## config.mk

```make
export PLATFORM = sky130hd
export DESIGN_NAME = framebuffer_scan_reader
export DESIGN_NICKNAME = d
export VERILOG_FILES = /design/src/rtl/framebuffer_scan_reader_pkg.sv /design/src/rtl/framebuffer_scan_reader.sv
export SDC_FILE = /design/constraint.sdc
export NUM_CORES = 1
export LEC_CHECK = 0
export CORE_MARGIN = 2
export CORE_UTILIZATION = 35
export DETAILED_ROUTE_END_ITERATION = 7
export DONT_BUFFER_PORTS = 1
export PLACE_DENSITY_LB_ADDON = 0.12
export SLEW_MARGIN = 20
export SYNTH_ARGS = -nofsm -noshare
export SYNTH_HDL_FRONTEND = slang
export SYNTH_SLANG_ARGS = --single-unit
```

## constraint.sdc

```tcl
create_clock -name clk -period 6.7 [get_ports clk]
set_clock_uncertainty 0.05 [all_clocks]
set_input_delay 0.67 -clock clk [delete_from_list [all_inputs] [get_ports clk]]
set_output_delay 0.67 -clock clk [all_outputs]
set_load 0.05 [all_outputs]
```

## src/rtl/framebuffer_scan_reader_pkg.sv

```systemverilog
// SRAM request/result types shared by the framebuffer writer and the scan reader.
package framebuffer_scan_reader_pkg;

  typedef logic [19:0] SramAddress_t;
  typedef logic [15:0] SramData_t;

  typedef struct packed {
    SramAddress_t address;
    SramData_t    dout;
    logic         den;
    logic         oe_n;
    logic         we_n;
  } SramRequest_t;

  typedef struct packed {
    logic      done;
    SramData_t din;
  } SramResult_t;

endpackage

```

## src/rtl/framebuffer_scan_reader.sv

```systemverilog
// Raster-order read-back of the SRAM framebuffer into a show-ahead pixel FIFO.
// At most one SRAM read is in flight, and a read is started only when the FIFO has a slot for it.
module framebuffer_scan_reader
  import framebuffer_scan_reader_pkg::*;
#(
  parameter int FB_WIDTH   = 640,
  parameter int FB_HEIGHT  = 480,
  parameter int FIFO_DEPTH = 16
) (
  input  logic         clk,
  input  logic         rst,
  input  logic         frameStart,
  input  SramAddress_t baseAddress,
  input  SramResult_t  ramResult,
  output SramRequest_t ramRequest,
  output logic         pixelValid,
  output SramData_t    pixelData,
  input  logic         pixelReady,
  output logic         frameDone,
  output logic         underflow
);

  localparam int NPIX  = FB_WIDTH * FB_HEIGHT;
  localparam int IDX_W = $clog2(NPIX + 1);
  localparam int PTR_W = $clog2(FIFO_DEPTH);
  localparam int CNT_W = PTR_W + 1;
  localparam logic [IDX_W-1:0] LAST_IDX = IDX_W'(NPIX - 1);
  localparam logic [CNT_W-1:0] DEPTH_C  = CNT_W'(FIFO_DEPTH);

  typedef enum logic [1:0] {
    IDLE  = 2'd0,
    ISSUE = 2'd1,
    STORE = 2'd2,
    DONE  = 2'd3
  } state_t;

  state_t           r_state;
  state_t           w_state_next;
  SramAddress_t     r_base;
  SramAddress_t     r_base_pend;
  logic [IDX_W-1:0] r_index;
  logic             r_restart;
  SramData_t        r_pixel;
  SramData_t        r_mem [FIFO_DEPTH];
  logic [PTR_W-1:0] r_wr_ptr;
  logic [PTR_W-1:0] r_rd_ptr;
  logic [CNT_W-1:0] r_count;
  logic             r_underflow;
  logic             r_frame_done;

  logic w_den;
  logic w_defer;
  logic w_start;
  logic w_resume;
  logic w_capture;
  logic w_push;
  logic w_pop;

  always_ff @(posedge clk or posedge rst) begin
    if (rst) begin
      r_state <= IDLE;
    end else begin
      r_state <= w_state_next;
    end
  end

  // While a restart is pending, den stays up because the flushed FIFO keeps r_count below depth.
  always_comb begin
    w_state_next = r_state;
    w_den        = 1'b0;
    case (r_state)
      IDLE: begin
        w_state_next = frameStart ? ISSUE : IDLE;
      end
      ISSUE: begin
        w_den = (r_count < DEPTH_C);
        if (w_den && ramResult.done && !r_restart && !frameStart) begin
          w_state_next = STORE;
        end else begin
          w_state_next = ISSUE;
        end
      end
      STORE: begin
        if (frameStart) begin
          w_state_next = ISSUE;
        end else if (r_index == LAST_IDX) begin
          w_state_next = DONE;
        end else begin
          w_state_next = ISSUE;
        end
      end
      DONE: begin
        w_state_next = frameStart ? ISSUE : DONE;
      end
      default: begin
        w_state_next = IDLE;
      end
    endcase
  end

  assign w_defer   = frameStart && w_den && !ramResult.done;
  assign w_start   = frameStart && !w_defer;
  assign w_resume  = r_restart && w_den && ramResult.done && !frameStart;
  assign w_capture = w_den && ramResult.done && !r_restart && !frameStart;
  assign w_push    = (r_state == STORE) && !frameStart;
  assign w_pop     = pixelValid && pixelReady && !frameStart;

  // New base is parked in r_base_pend so the address stays stable until the held read completes.
  always_ff @(posedge clk or posedge rst) begin
    if (rst) begin
      r_base      <= '0;
      r_base_pend <= '0;
      r_index     <= '0;
      r_restart   <= 1'b0;
      r_pixel     <= '0;
    end else begin
      if (w_start) begin
        r_base    <= baseAddress;
        r_index   <= '0;
        r_restart <= 1'b0;
      end else if (w_defer) begin
        r_base_pend <= baseAddress;
        r_restart   <= 1'b1;
      end else if (w_resume) begin
        r_base    <= r_base_pend;
        r_index   <= '0;
        r_restart <= 1'b0;
      end else if (w_push && (r_index != LAST_IDX)) begin
        r_index <= r_index + IDX_W'(1);
      end
      if (w_capture) begin
        r_pixel <= ramResult.din;
      end
    end
  end

  always_ff @(posedge clk) begin
    if (w_push) begin
      r_mem[r_wr_ptr] <= r_pixel;
    end
  end

  always_ff @(posedge clk or posedge rst) begin
    if (rst) begin
      r_wr_ptr <= '0;
      r_rd_ptr <= '0;
      r_count  <= '0;
    end else if (frameStart) begin
      r_wr_ptr <= '0;
      r_rd_ptr <= '0;
      r_count  <= '0;
    end else begin
      if (w_push) begin
        r_wr_ptr <= r_wr_ptr + PTR_W'(1);
      end
      if (w_pop) begin
        r_rd_ptr <= r_rd_ptr + PTR_W'(1);
      end
      case ({w_push, w_pop})
        2'b10:   r_count <= r_count + CNT_W'(1);
        2'b01:   r_count <= r_count - CNT_W'(1);
        default: r_count <= r_count;
      endcase
    end
  end

  always_ff @(posedge clk or posedge rst) begin
    if (rst) begin
      r_underflow  <= 1'b0;
      r_frame_done <= 1'b0;
    end else begin
      r_frame_done <= (w_state_next == DONE);
      if (frameStart) begin
        r_underflow <= 1'b0;
      end else if (pixelReady && !pixelValid) begin
        r_underflow <= 1'b1;
      end
    end
  end

  always_comb begin
    ramRequest         = '0;
    ramRequest.address = r_base + SramAddress_t'(r_index);
    ramRequest.dout    = '0;
    ramRequest.den     = w_den;
    ramRequest.oe_n    = ~w_den;
    ramRequest.we_n    = 1'b1;
  end

  assign pixelValid = (r_count != '0);
  assign pixelData  = pixelValid ? r_mem[r_rd_ptr] : '0;
  assign frameDone  = r_frame_done;
  assign underflow  = r_underflow;

endmodule
```

==> flow_metrics.tcl <==
set metrics [dict create \
    num_io_pins 99 \
    hold_depth 1 \
    critPathKind "reg -> out" \
    final_common_cell "edfxtp_1" \
    dp_cells 1429 \
    tns_ns 0 \
    drc 0 \
    grt_usage_pct 16.02 \
    synth_warnings 0 \
    syn2layout_area_growth_pct 12.92 \
    yosysSeqAreaShare_pct 66.31 \
    nets 995 \
    critPathCaptureType "primary output" \
    finish.utilization_pct 39.86 \
    async_flop_share_pct 26.65 \
    synth_edf_count 256 \
    avgSynthCellArea_um2 16.84 \
    status "complete, no violations" \
    intPower_w 0.004715 \
    period_share_pct 63.72 \
    seqPwrFrac_pct 44.5 \
    placementRows 76 \
    die_w_um 211.7 \
    arrival_ns 3.55 \
    drt_pass1_iterations 5 \
    grt_pass1_vias 8112 \
    hold_viol 0 \
    leakagePower_nw 6.027 \
    routed_wl_um 34600 \
    cts-buffers-inserted 40 \
    switchingPower_w 0.002424 \
    clkSinkCount 349 \
    swShare_pct 33.96 \
    maxCapViolCount 0 \
    p_clk_share_pct 29.7 \
    gp_congestion 0.7583 \
    cts_setup_buffers 0 \
    drt-initial-drc-count 436 \
    via_per_inst 5.107 \
    max_freq_mhz 234.2 \
    dp_hpwl_um 20320 \
    hold_class "in -> reg" \
    overflow 0 \
    cp_slowest_cell "dfrtp_4" \
    ys_types 60 \
    cts-root-buf "clkbuf_16" \
    ant_nets 0 \
    peakVddDrop_mv 0.2254 \
    antenna_found_initial 0 \
    clk_pin_slew_ns 0.06 \
    vias 7671 \
    maxSlewViolCount 0 \
    slew_headroom_pct 22.71 \
    rr_worst_depth 7 \
    finalSetupViolCount 0 \
    required_ns 5.98 \
    crit_path_start_kind "register" \
    clk-insertion-delay-late_ns 0.55 \
    synthCells 897 \
    initial_core_util_pct 35.30 \
    powerDensity_mw_per_mm2 418.6 \
    grt_max_degree 68 \
    crit_top_cell "mux4_2" \
    grt_pass1_wl_um 52300 \
    cts_tree "built" \
    synth_flop_cell "edfxtp_1" \
    cts_buffer_depth 3 \
    diodes 0 \
    syn_area_mm2 0.01510 \
    dieArea_mm2 0.04483 \
    drive_gt1_share_pct 22.91 \
    p_comb_share_pct 25.8 \
    worstPathMaxFanout 39 \
    cp_cell_sequence "buf_4 > mux4_2 > mux4_2 > nor2b_1" \
    h-tree-depth 2 \
    io_buffers 0 \
    grt_setup_unrepaired "no" \
    ys_ff_latch 349 \
    cpPeakStageDelay_ns 0.96 \
    layout.cells.non_filler 1502 \
    routedWlPerCell_um 23.03 \
    worst_pin_slew_ns 1.151 \
    finalCriticalPeriod_ns 4.269 \
    final_cell_mix "edfxtp_1, dfrtp_1, mux4_2" \
    core_mm2 0.04279 \
    die_h_um 211.7 \
]
[cell families (layout without fill, tap and decap cells)]
group                      after synthesis  after routing  share of synthesized area, %
AOI/OAI and AO/OA                       90             90                         3.910
muxes                                  140            140                         16.20
other                                    2             17                       0.04972
DFF                                    349            349                         66.31
buffers and inverters                   64            108                         2.402
and+or+nand+nor                        185            185                         6.495
xor gates and xnor gates                39             39                         2.262
adders and majority gates               28             28                         2.369
[repair_timing]
action                                 in CTS  in global routing
hold buffers                                1                  0
endpoints found under the hold margin      26                  0
resized for setup                           0                  0
[cell usage after synthesis (3+ instances only)]
cell type  number  share of area [%]
a211oi_1        5               0.25
a21o_1          4               0.20
a21oi_1        22               0.73
a311o_1         3               0.20
a31oi_1         8               0.33
and2_1         18               0.75
and3_1          8               0.33
buf_1           5               0.12
buf_2          11               0.36
buf_4          19               0.94
buf_6           5               0.37
clkbuf_1       16               0.40
dfrtp_1        93                 15
edfxtp_1      256                 51
ha_1           27                2.2
inv_1           7               0.17
mux2_2         36                2.7
mux2i_1        24                1.6
mux4_2         80                 12
nand2_1        39               0.97
nand3_1        15               0.50
nand4_1        12               0.50
nor2_1         43                1.1
nor2b_1        23               0.95
nor3_1          3              0.099
nor3b_1         3               0.15
nor4_1          3               0.12
o21ai_0        14               0.46
o21ai_1        20               0.66
o21bai_1        3               0.15
xnor2_1        21                1.2
xor2_1         18                1.0
[state kept, by name (all words and copies together), names as in the netlist]
signal       count
r_count          5
r_restart        1
r_base          20
underflow        1
r_rd_ptr         4
r_pixel         16
r_state          2
r_index         19
r_mem          256
r_wr_ptr         4
r_base_pend     20
frameDone        1
[final timing paths]
kind	startpoint	to	slack, ns
min in group asynchronous	rst	r_pixel[8]	0.56
setup reg to reg	r_count[4]	r_base[4]	3.64
setup / recovery	r_rd_ptr[0]	pixelData[3]	2.43
hold reg to reg	r_base[4]	r_base[4]	0.45
max in group asynchronous	rst	r_rd_ptr[0]	4.68
hold / removal	frameStart	r_count[1]	0.15
[routing by layer]
layer	up-vias	part of all wire, %	global-route usage [%]
met3	44	4.2	2.952
met2	136	50	26.92
met4	0	1.8	4.590
li1	3515	-	-
met1	3976	44	21.30
met5	-	0	0
[stage by stage]
stage	area, µm²	hold slack, ns	power [W]	setup WS [ns]
2_1_floorplan	15160	0.4121	0.004716	3.484
3_5_place_dp	15740	0.4427	0.005126	2.894
6_report	17060	0.1461	0.007139	2.431
4_1_cts	17050	0.1077	0.007285	2.282
3_3_place_gp	15730	0.4376	0.005089	2.895
5_1_grt	17060	0.1122	0.007518	2.172
[area by class of cell]
type	instances	area, µm²
clock buffers	60	1187
clock inverters	12	113.9
fillers	3922	25740
inverters	8	32.53
multi-input cells	499	4806
flip-flops and latches	349	10020
well taps	546	683.2
repair buffers	28	212.7
[critical path, delay by kind of cell (launching register included)]
| family | cells | cell delay (ns) |
|---|---|---|
| multiplexers | 2 | 1.08 |
| flip-flops | 1 | 0.96 |
| AND/OR/NAND/NOR | 1 | 0.32 |
| buffers and inverters | 1 | 0.62 |
[power by group through the flow]
| stage | Clock (W) | Combinational, W | Sequential, W |
|---|---|---|---|
| after floorplan | 0 | 0.00170 | 0.00302 |
| after global placement | 0 | 0.00186 | 0.00323 |
| after detailed placement | 0 | 0.00188 | 0.00324 |
| after CTS | 0.00220 | 0.00189 | 0.00320 |
| after global routing | 0.00227 | 0.00200 | 0.00325 |
| final | 0.00212 | 0.00184 | 0.00318 |
(Power assumes the default switching activity.)
